--- config.mk ---
export PLATFORM = sky130hd
export DESIGN_NAME = instr_fetch_seq
export DESIGN_NICKNAME = d
export VERILOG_FILES = /design/src/rtl/cpu_regs_pkg.sv /design/src/rtl/instr_fetch_seq.sv
export SDC_FILE = /design/constraint.sdc
export NUM_CORES = 1
export LEC_CHECK = 0
export CAP_MARGIN = 0
export CELL_PAD_IN_SITES_DETAIL_PLACEMENT = 0
export CELL_PAD_IN_SITES_GLOBAL_PLACEMENT = 2
export CORE_MARGIN = 2
export CORE_UTILIZATION = 23
export CTS_BUF_LIST = sky130_fd_sc_hd__clkbuf_4 sky130_fd_sc_hd__clkbuf_8
export DETAILED_ROUTE_END_ITERATION = 8
export PLACE_DENSITY_LB_ADDON = 0.12
export SLEW_MARGIN = 40
export SYNTH_ARGS = -nofsm -noshare
export SYNTH_HDL_FRONTEND = slang
export SYNTH_SLANG_ARGS = --single-unit
export TNS_END_PERCENT = 20
--- constraint.sdc ---
create_clock -name clk -period 1.5 [get_ports clk]
set_input_delay 0.225 -clock clk [delete_from_list [all_inputs] [get_ports clk]]
set_output_delay 0.225 -clock clk [all_outputs]
set_load 0.01 [all_outputs]
--- src/rtl/cpu_regs_pkg.sv ---
// Shared CPU register-file definitions: data width, register indices and
// the fetch sequencer state encoding.
package cpu_regs_pkg;

  localparam int DATA_W = 16;
  localparam int SEL_W  = 4;

  // Register-file indices used by the fetch path.
  localparam logic [SEL_W-1:0] REG_PC   = 4'd0;
  localparam logic [SEL_W-1:0] REG_SP   = 4'd8;
  localparam logic [SEL_W-1:0] REG_PCP  = 4'd9;
  localparam logic [SEL_W-1:0] REG_FLG  = 4'd10;
  localparam logic [SEL_W-1:0] REG_INST = 4'd11;

  typedef enum logic [2:0] {
    F_IDLE    = 3'd0,
    F_RD_PC   = 3'd1,
    F_MEM     = 3'd2,
    F_WR_INST = 3'd3,
    F_WR_PCP  = 3'd4,
    F_WR_PC   = 3'd5
  } fetch_state_t;

endpackage

--- src/rtl/instr_fetch_seq.sv ---
// Instruction fetch sequencer. Reads PC from the register file, fetches the
// word at PC from memory, then writes INST, PCP (old PC) and PC+PC_INC back.
// It owns the register-file port only while busy.
//
// Memory handshake: mem_req is held high with a stable mem_addr for every
// MEM cycle; a cycle with mem_req=1 and mem_ack=1 completes the transfer and
// mem_rdata is captured on that edge. mem_ack is ignored when mem_req=0.
// If no ack arrives within ACK_TIMEOUT MEM cycles the fetch is abandoned
// without touching the register file.
module instr_fetch_seq
  import cpu_regs_pkg::*;
#(
  parameter logic [DATA_W-1:0] PC_INC      = 16'd1,
  parameter int                ACK_TIMEOUT = 15
) (
  input  logic              clk,
  input  logic              reset,
  input  logic              start,
  output logic              busy,
  output logic              done,
  output logic              fault,
  output logic [SEL_W-1:0]  rf_sel,
  output logic [DATA_W-1:0] rf_wdata,
  output logic              rf_write,
  input  logic [DATA_W-1:0] rf_rdata,
  output logic [DATA_W-1:0] mem_addr,
  output logic              mem_req,
  input  logic              mem_ack,
  input  logic [DATA_W-1:0] mem_rdata,
  output fetch_state_t      fsm_state
);

  localparam int CNT_W = $clog2(ACK_TIMEOUT + 1);
  localparam logic [CNT_W-1:0] CNT_LAST = CNT_W'(ACK_TIMEOUT - 1);
  localparam logic [CNT_W-1:0] CNT_ONE  = CNT_W'(1);

  fetch_state_t      state;
  fetch_state_t      state_nx;
  logic [DATA_W-1:0] pc_q;
  logic [DATA_W-1:0] inst_q;
  logic [CNT_W-1:0]  cnt;
  logic              cnt_last;

  // The current MEM cycle is the last one allowed before abort.
  assign cnt_last  = (cnt == CNT_LAST);
  assign fsm_state = state;

  // State register.
  always_ff @(posedge clk) begin
    if (reset) state <= F_IDLE;
    else       state <= state_nx;
  end

  // Datapath registers and the one-cycle completion pulses.
  always_ff @(posedge clk) begin
    if (reset) begin
      pc_q   <= '0;
      inst_q <= '0;
      cnt    <= '0;
      done   <= 1'b0;
      fault  <= 1'b0;
    end else begin
      done  <= (state == F_WR_PC);
      // An ack on the final wait cycle still completes the fetch.
      fault <= (state == F_MEM) && !mem_ack && cnt_last;
      unique case (state)
        F_RD_PC: begin
          pc_q <= rf_rdata;
          cnt  <= '0;
        end
        F_MEM: begin
          if (mem_ack) inst_q <= mem_rdata;
          else         cnt    <= cnt + CNT_ONE;
        end
        default: ;
      endcase
    end
  end

  // Next-state decode.
  always_comb begin
    state_nx = state;
    unique case (state)
      F_IDLE:    if (start) state_nx = F_RD_PC;
      F_RD_PC:   state_nx = F_MEM;
      F_MEM: begin
        if (mem_ack)       state_nx = F_WR_INST;
        else if (cnt_last) state_nx = F_IDLE;
      end
      F_WR_INST: state_nx = F_WR_PCP;
      F_WR_PCP:  state_nx = F_WR_PC;
      F_WR_PC:   state_nx = F_IDLE;
      default:   state_nx = F_IDLE;
    endcase
  end

  // Outputs decoded from the registered state only, so they hold steady
  // across each cycle and cannot move while rf_write is high.
  always_comb begin
    busy     = (state != F_IDLE);
    rf_sel   = REG_PC;
    rf_wdata = '0;
    rf_write = 1'b0;
    mem_req  = 1'b0;
    mem_addr = '0;
    unique case (state)
      F_RD_PC: rf_sel = REG_PC;
      F_MEM: begin
        mem_req  = 1'b1;
        mem_addr = pc_q;
      end
      F_WR_INST: begin
        rf_sel   = REG_INST;
        rf_wdata = inst_q;
        rf_write = 1'b1;
      end
      F_WR_PCP: begin
        rf_sel   = REG_PCP;
        rf_wdata = pc_q;
        rf_write = 1'b1;
      end
      F_WR_PC: begin
        rf_sel   = REG_PC;
        rf_wdata = pc_q + PC_INC;
        rf_write = 1'b1;
      end
      default: ;
    endcase
  end

endmodule

==> results.sh, run 1 <==
export IMPL_fin_tns_setup_ps=-18710
export IMPL_fin_skew_ps=9.733
export IMPL_yosysTopAreaCell="dfxtp_1"
export IMPL_synth_seq_cells=41
export IMPL_cts_made_buffers=5
export IMPL_via_per_inst=4.563
export IMPL_core_area_um2=9684
export IMPL_die_area_um2=10670
export IMPL_p_leak_nw=1.834
export IMPL_p_seq_frac=0.427
export IMPL_drt_total_wl_um=9184
export IMPL_dr_pass1_iters=4
export IMPL_worst_path_largest_cell_delay_ps=330
export IMPL_worst_setup_path_end_kind="primary output"
export IMPL_cp_start_kind="flop"
export IMPL_async_flop_share=0
export IMPL_violations="setup timing"
export IMPL_fp_dieH_um=103.3
export IMPL_multi_input_area_um2=1573
export IMPL_p_sw_w=0.0008261
export IMPL_cts_num_sinks=41
export IMPL_cts_path_max_buffers=2
export IMPL_hold_start="mem_rdata[0]"
export IMPL_syn_area_per_cell_um2=7.458
export IMPL_fillers=1013
export IMPL_dp_final_hpwl_um=6206
export IMPL_netlist_area_leader_share=0.3620
export IMPL_antenna_found_initial=0
export IMPL_yosysMostFrequentCell="nand2_1"
export IMPL_setup_viol=60
export IMPL_route_detailed_drc=0
export IMPL_grt_pass1_vias=2708
export IMPL_synth_edf_count=0
export IMPL_intPower_w=0.001982
export IMPL_synth_common_cells="86 x nand2_1, 41 x dfxtp_1, 37 x a21oi_1"
export IMPL_syn_cell_area_um2=2267
export IMPL_hold_violations=0
export IMPL_yosys_warnings=0
export IMPL_p_sw_frac=0.2942
export IMPL_arrival_ps=1800
export IMPL_holdWs_ps=460.6
export IMPL_wire_per_inst_um=15.44
export IMPL_critical_path_class="flop to primary output"
export IMPL_yosysUniqueCellTypes=47
export IMPL_slew_violations=0
export IMPL_io_buffers=78
export IMPL_die_width_um=103.3
export IMPL_max_freq_mhz=492.6
export IMPL_area_growth_pct=89.18
export IMPL_drtAntennaViolNets=0
export IMPL_p_per_area_nw_per_um2=654.6
export IMPL_clk_latency_ps=300
export IMPL_grt_max_degree=23
export IMPL_status="finished, violations left"
export IMPL_ctsRootBufferMaster="clkbuf_8"
export IMPL_cp_required_ps=1270
export IMPL_crit_chain="and2b_2 -> nand4_1 -> buf_4 -> o41a_1 -> o21ai_2 -> buf_2"
export IMPL_critPathBufInv=2
export IMPL_critical_path_slowest_cell="dfxtp_2"
export IMPL_cts_tree="built"
export IMPL_diodes=0
export IMPL_pin_count=80
export IMPL_critPathLaunch="fsm_state[1]"
export IMPL_fin_crit_sh=1.353
export IMPL_critPathMaxFanout=3
export IMPL_ys_top_cells_by_area="dfxtp_1 36%, nand2_1 14%, a21oi_1 8.2%"
export IMPL_cp_top_family="compound AO/OA/AOI/OAI gates"
export IMPL_min_path_type="input pin to flop"
export IMPL_htreeDepth=2
export IMPL_initial_core_util=0.2341
export IMPL_gp_congestion=0.8068
export IMPL_r2r_start="fsm_state[2]"
export IMPL_rrSetupSlack_ps=-330
export IMPL_row_count=36
export IMPL_ys_seq_area_frac=0.3620
export IMPL_power_frac_comb=0.281
export IMPL_drt_iter0_drc=74
export IMPL_synth_cells=304
export IMPL_vdd_ir_drop_max_mv=0.3769
export IMPL_ys_flop_type="dfxtp_1"
export IMPL_rsz0062_at_grt="yes"
export IMPL_grt_overflow_total=0
export IMPL_layout_nets=500
export IMPL_setup_ws_ps=-529.9
export IMPL_seqCellArea_um2=847.1
export IMPL_maxCapViolCount=0
export IMPL_layout_min_cycle_time_ps=2030
export IMPL_synth_fp_nets=343
export IMPL_grt_pass1_wl_um=14060
export IMPL_drive_gt1_frac=0.4545
export IMPL_clkPwrFrac=0.292
export IMPL_vias=2715
export IMPL_clk_pin_slew_ps=80
export IMPL_grt_usage=0.1724
[state kept, by name, indices dropped and copies added, names as in the netlist]
signal / flops
pc_q: 16
done: 1
fsm_state: 3
cnt: 4
inst_q: 16
fault: 1
[area by class of cell]
cell class              count  share of cell area
clock buffers               8             0.02275
inverters                   6            0.005251
multi-input cells         231              0.3667
flip-flops and latches     41              0.1975
well taps                 133             0.03880
repair buffers            176              0.3690
[per-layer routing]
layer | track usage | part of all wire
met5 | 0 | 0
met4 | 0.03644 | 0.0079
met3 | 0.03159 | 0.037
met2 | 0.3087 | 0.49
met1 | 0.2161 | 0.46
[power by group through the flow]
stage          combinational, W  clock [W]  sequential [W]
2_1_floorplan          0.000268          0         0.00121
3_3_place_gp           0.000633          0         0.00121
3_5_place_dp           0.000629          0         0.00122
4_1_cts                0.000730   0.000852         0.00120
5_1_grt                0.000850   0.000889         0.00121
6_report               0.000788   0.000820         0.00120
[cells by family after synthesis]
logic type / share of synthesized area
AND/OR/NAND/NOR: 0.3367
AO/OA/AOI/OAI: 0.1827
flip-flops: 0.3620
buffers and inverters: 0.07725
XOR/XNOR: 0.02318
adder cells (fa/ha/maj): 0.01656
other: 0.001654
[cell usage in the layout, fill, tap and decap left out, types with 9 or more instances in the layout]
cell	n
buf_6	38
clkdlybuf4s50_1	37
and2_1	13
buf_4	62
nand2_1	78
dfxtp_1	28
buf_2	26
a21oi_1	31
dfxtp_2	9
[worst reg2reg max path, cell delays in order (launching register included)]
cell     delay, ps
dfxtp_2        340
buf_6          120
buf_8          110
nor3b_4        200
buf_6          140
buf_6           90
buf_6           80
buf_6           90
buf_6           90
and2_4         180
buf_12         140
nand2_1         70
a21oi_1        110
[worst paths after layout]
| kind | end | cells past startpoint |
|---|---|---|
| max reg2reg | inst_q[4] | 12 |
| min reg2reg | inst_q[3] | 2 |
| min | inst_q[0] | 3 |
| max | rf_wdata[10] | 6 |
[what timing repair did]
item | in CTS | in global routing
hold buffers | 0 | 0
setup buffers | 30 | 12
pin swaps | 35 | 20
gates cloned | 1 | 1
setup endpoints to repair | 76 | 64
resized for setup | 235 | 41
[stage by stage]
step	setup WS (ps)	utilization	cell area (um^2)	total power [W]	instances
global route	-620.5	0.4429	4289	0.002946	595
finish	-529.9	0.4429	4289	0.002808	595
global placement	-561.9	0.3720	3602	0.001847	549
floorplan	-71.80	-	2332	0.001482	304
CTS	-534.4	0.4220	4086	0.002781	587
detailed placement	-584.1	0.3720	3602	0.001845	549
(Power assumes the default switching activity.)
==> inputs of run 2 (changes only) <==
--- a/config.mk
+++ b/config.mk
@@ -8,11 +8,13 @@
 export CAP_MARGIN = 0
 export CELL_PAD_IN_SITES_DETAIL_PLACEMENT = 0
 export CELL_PAD_IN_SITES_GLOBAL_PLACEMENT = 2
-export CORE_MARGIN = 2
+export CORE_MARGIN = 1.5
 export CORE_UTILIZATION = 23
 export CTS_BUF_LIST = sky130_fd_sc_hd__clkbuf_4 sky130_fd_sc_hd__clkbuf_8
 export DETAILED_ROUTE_END_ITERATION = 8
+export GPL_ROUTABILITY_DRIVEN = 0
 export PLACE_DENSITY_LB_ADDON = 0.12
+export SKIP_CTS_REPAIR_TIMING = 1
 export SLEW_MARGIN = 40
 export SYNTH_ARGS = -nofsm -noshare
 export SYNTH_HDL_FRONTEND = slang
==> run 2 against run 1 <==
The flow still finishes with violations (setup timing). Count of clock-buffer cells in the layout is 1 lower. Setup slack better by 60 ps. Global-route usage is 1.6 points lower. Utilization is 2.6 points lower. Register-to-register slack better by 120 ps. Critical endpoint is now mem_addr[3]. Largest cell class is now multi-input combinational cells. Largest power group unchanged.
==> results.sh, run 2 (synthesis gave the netlist of run 1 again) <==
export IMPL_max_freq_mhz=507.6
export IMPL_drt_iter0_drc=65
export IMPL_fin_tns_setup_ps=-14390
export IMPL_dp_final_hpwl_um=6148
export IMPL_min_path_cells=2
export IMPL_drt_total_wl_um=8588
export IMPL_dr_pass1_iters=4
export IMPL_via_per_inst=4.506
export IMPL_p_per_area_nw_per_um2=665.3
export IMPL_initial_core_util=0.2341
export IMPL_fp_dieH_um=102.3
export IMPL_violations="setup timing"
export IMPL_pre_cts_ws_ps=-674.7
export IMPL_slew_violations=0
export IMPL_worst_setup_path_end_kind="primary output"
export IMPL_wire_per_inst_um=14.83
export IMPL_final_cell_mix="83 x nand2_1, 61 x buf_4, 37 x clkdlybuf4s50_1, 27 x dfxtp_1"
export IMPL_layout_nets=485
export IMPL_cts_tree="built"
export IMPL_pin_count=80
export IMPL_vdd_ir_drop_max_mv=0.2781
export IMPL_cts_path_max_buffers=2
export IMPL_power_w=0.002685
export IMPL_clk_latency_ps=290
export IMPL_grt_pass1_wl_um=12450
export IMPL_setup_viol=57
export IMPL_row_count=36
export IMPL_cp_start_kind="flop"
export IMPL_holdWs_ps=461.0
export IMPL_die_width_um=102.3
export IMPL_grt_overflow_total=0
export IMPL_fin_skew_ps=5.901
export IMPL_fin_crit_sh=1.313
export IMPL_status="finished, violations left"
export IMPL_setup_ws_ps=-470.1
export IMPL_ctsRootBufferMaster="clkbuf_8"
export IMPL_die_area_um2=10460
export IMPL_antenna_found_initial=0
export IMPL_maxCapViolCount=0
export IMPL_clk_pin_slew_ps=80
export IMPL_seqCellArea_um2=853.3
export IMPL_rsz0062_at_grt="yes"
export IMPL_reg_top3="inst_q: 16 flops, pc_q: 16 flops, cnt: 4 flops"
export IMPL_drive_gt1_frac=0.4283
export IMPL_grt_max_degree=21
export IMPL_diodes=0
export IMPL_min_path_type="flop to flop"
export IMPL_multi_input_area_um2=1545
export IMPL_htreeDepth=2
export IMPL_fillers=1023
export IMPL_final_common_cell="nand2_1"
export IMPL_grt_usage=0.1565
export IMPL_cts_num_sinks=41
export IMPL_io_buffers=78
export IMPL_placed_cell_area_um2=3580
export IMPL_drtAntennaViolNets=0
export IMPL_cts_made_buffers=5
export IMPL_layout_min_cycle_time_ps=1970
export IMPL_grt_pass1_vias=2474
export IMPL_cp_required_ps=1270
export IMPL_arrival_ps=1750
export IMPL_area_growth_pct=77.98
export IMPL_core_area_um2=9684
export IMPL_finish_instance_area_um2=4035
export IMPL_worstRegToRegCells=9
export IMPL_hold_violations=0
export IMPL_critical_path_class="flop to primary output"
export IMPL_p_leak_nw=1.723
export IMPL_route_detailed_drc=0
export IMPL_critPathMaxFanout=8
export IMPL_vias=2609
[run 2: cell types whose count changed in the layout (fill, tap and decap cells not counted), moves of 3 or more]
cell / change
a21oi_1: -6
clkbuf_2: +8
nand2_1: +5
buf_8: -3
a21oi_2: +6
nand2_2: -4
buf_6: -15
[run 2: worst paths after layout]
path,slack [ps],from,to
max reg2reg,-210,fsm_state[0],inst_q[9]
min,460,inst_q[2],inst_q[2]
max,-470,fsm_state[0],mem_addr[3]
min reg2reg,460,inst_q[2],inst_q[2]
[run 2: power breakdown]
| group | total, W | switching, W | internal (W) | leakage [nW] |
|---|---|---|---|---|
| Sequential | 0.00120 | 0.0000572 | 0.00114 | 0.341 |
| Combinational | 0.000732 | 0.000342 | 0.000389 | 1.33 |
| Clock | 0.000754 | 0.000370 | 0.000384 | 0.0477 |
[run 2: layout make-up]
class | count | area share
multi-input cells | 231 | 0.3829
repair buffers | 161 | 0.3364
flip-flops and latches | 41 | 0.2115
well taps | 133 | 0.04124
clock buffers | 7 | 0.02233
inverters | 6 | 0.005581
[run 2: worst max-delay path, cell delays in order, from the launching register on]
cell	delay, ps
dfxtp_4	380
buf_6	150
nor3b_4	270
buf_4	160
buf_6	90
buf_6	90
buf_6	90
and2_4	130
buf_6	90
[run 2: metal layers]
layer,share of wire,vias up,global-route usage
li1,-,1323,-
met1,0.45,1217,0.1939
met2,0.49,57,0.2771
met3,0.037,12,0.02736
met4,0.019,0,0.04531
met5,0,-,0
[run 2: stage by stage]
| step | utilization | instances |
|---|---|---|
| after floorplan | - | 304 |
| after global placement | 0.3696 | 546 |
| after detailed placement | 0.3696 | 546 |
| after CTS | 0.3789 | 553 |
| after global routing | 0.4167 | 579 |
| final | 0.4167 | 579 |
==> inputs of run 3 (changes only) <==
--- a/config.mk
+++ b/config.mk
@@ -14,7 +14,6 @@
 export DETAILED_ROUTE_END_ITERATION = 8
 export GPL_ROUTABILITY_DRIVEN = 0
 export PLACE_DENSITY_LB_ADDON = 0.12
-export SKIP_CTS_REPAIR_TIMING = 1
 export SLEW_MARGIN = 40
 export SYNTH_ARGS = -nofsm -noshare
 export SYNTH_HDL_FRONTEND = slang
==> run 3 against run 2 <==
The run still ends with setup timing left. Hold slack is essentially flat. First-iteration DRC count fell by 28%. Utilization rose by 2.5 points. Die area is the same. Global-route usage is 2.2 points higher. Power increased by 3.3%. Design area rose by 6.0%. Cell count up 1.4%. Clock skew shrank 1.6 ps. Critical path depth down 2. Sequential power about the same. Critical endpoint is now rf_wdata[10]. Largest cell class unchanged.
==> results.sh, run 3 (synthesis gave the netlist of run 1 again) <==
export IMPL_arrival_ps=1760
export IMPL_instances_no_fill=587
export IMPL_grt_overflow_total=0
export IMPL_drt_total_wl_um=9164
export IMPL_rsz0062_at_grt="yes"
export IMPL_setup_ws_ps=-487.5
export IMPL_reg_top3="inst_q: 16 flops, pc_q: 16 flops, cnt: 4 flops"
export IMPL_cts_hold_fix_buffers=0
export IMPL_violations="setup timing"
export IMPL_clk_latency_ps=290
export IMPL_hold_start="inst_q[2]"
export IMPL_io_buffers=78
export IMPL_grt_usage=0.1787
export IMPL_drive_gt1_frac=0.4802
export IMPL_grt_pass1_wl_um=14100
export IMPL_vdd_ir_drop_max_mv=0.2909
export IMPL_grt_pass1_vias=2717
export IMPL_dp_cells=546
export IMPL_critPathLaunch="pc_q[0]"
export IMPL_cp_required_ps=1270
export IMPL_min_path_type="flop to flop"
export IMPL_critPathMaxFanout=3
export IMPL_status="finished, violations left"
export IMPL_drtAntennaViolNets=0
export IMPL_core_area_um2=9684
export IMPL_cp_start_kind="flop"
export IMPL_grt_max_degree=21
export IMPL_via_per_inst=4.593
export IMPL_dr_pass1_iters=5
export IMPL_setup_viol=72
export IMPL_power_w=0.002773
export IMPL_htreeDepth=2
export IMPL_hold_violations=0
export IMPL_vias=2696
export IMPL_seqCellArea_um2=853.3
export IMPL_final_cell_mix="70 x nand2_1, 51 x buf_4, 40 x buf_6, 37 x clkdlybuf4s50_1, 29 x buf_2"
export IMPL_critical_path_class="flop to primary output"
export IMPL_area_growth_pct=88.58
export IMPL_final_util=0.4415
export IMPL_diodes=0
export IMPL_cts_path_max_buffers=2
export IMPL_cts_num_sinks=41
export IMPL_die_area_um2=10460
export IMPL_final_common_cell="nand2_1"
export IMPL_p_per_area_nw_per_um2=648.7
export IMPL_pin_count=80
export IMPL_fp_dieH_um=102.3
export IMPL_row_count=36
export IMPL_holdWs_ps=461.3
export IMPL_fillers=1000
export IMPL_slew_violations=0
export IMPL_clk_pin_slew_ps=70
export IMPL_route_detailed_drc=0
export IMPL_ctsRootBufferMaster="clkbuf_8"
export IMPL_drt_iter0_drc=47
export IMPL_r2r_start="fsm_state[1]"
export IMPL_antenna_found_initial=0
export IMPL_fin_skew_ps=4.288
export IMPL_cts_made_buffers=5
export IMPL_die_width_um=102.3
export IMPL_maxCapViolCount=0
export IMPL_multi_input_area_um2=1623
export IMPL_fin_crit_sh=1.325
export IMPL_dp_final_hpwl_um=6148
export IMPL_max_freq_mhz=503.2
export IMPL_layout_nets=493
export IMPL_p_leak_nw=1.821
export IMPL_initial_core_util=0.2341
export IMPL_layout_min_cycle_time_ps=1987
export IMPL_wire_per_inst_um=15.61
export IMPL_worst_setup_path_end_kind="primary output"
export IMPL_cts_tree="built"
[run 3: final timing paths]
kind / cells after the start / slack, ps / end
hold / removal: 2 / 460 / inst_q[2]
setup reg to reg: 10 / -220 / inst_q[15]
setup / recovery: 6 / -490 / rf_wdata[10]
hold reg to reg: 2 / 460 / inst_q[2]
[run 3: repair_timing]
action | in CTS | in global routing
setup buffers | 31 | 4
endpoints found under the hold margin | 0 | 0
setup endpoints to repair | 76 | 76
gates resized for setup | 240 | 49
gates cloned | 4 | 0
pin swaps | 34 | 26
[run 3: final cells by class]
class | count | area share
clock buffer | 7 | 0.02107
timing repair buffer | 169 | 0.3556
inverter | 6 | 0.005268
tap | 133 | 0.03892
multi-input combinational | 231 | 0.3796
sequential | 41 | 0.1996
[run 3: routing by layer]
layer  up-vias  share of wire  global-route usage
li1       1339              -                   -
met1      1279           0.45              0.2234
met2        61           0.49              0.3107
met3        17          0.032             0.02804
met4         0          0.029             0.06322
met5         -              0                   0
[run 3: power by group]
group          leakage, nW  internal [W]  total [W]  switching [W]
Clock               0.0477      0.000384   0.000757       0.000373
Sequential           0.341       0.00114    0.00119      0.0000521
Combinational         1.43      0.000438   0.000823       0.000384
[run 3: stage by stage]
step / setup WS (ps) / setup TNS [ps] / instance area, um^2
detailed placement: -674.7 / -22760 / 3580
finish: -487.5 / -16080 / 4275
global route: -551.0 / -21290 / 4275
global placement: -635.5 / -19480 / 3580
CTS: -514.1 / -22170 / 4109
floorplan: -71.80 / -600.8 / 2332
[run 3: critical path, cell delays in order, from the launching register on]
cell	delay, ps
dfxtp_4	390
ha_4	170
nand4_1	160
buf_4	170
o41a_1	310
o21ai_2	120
buf_2	140
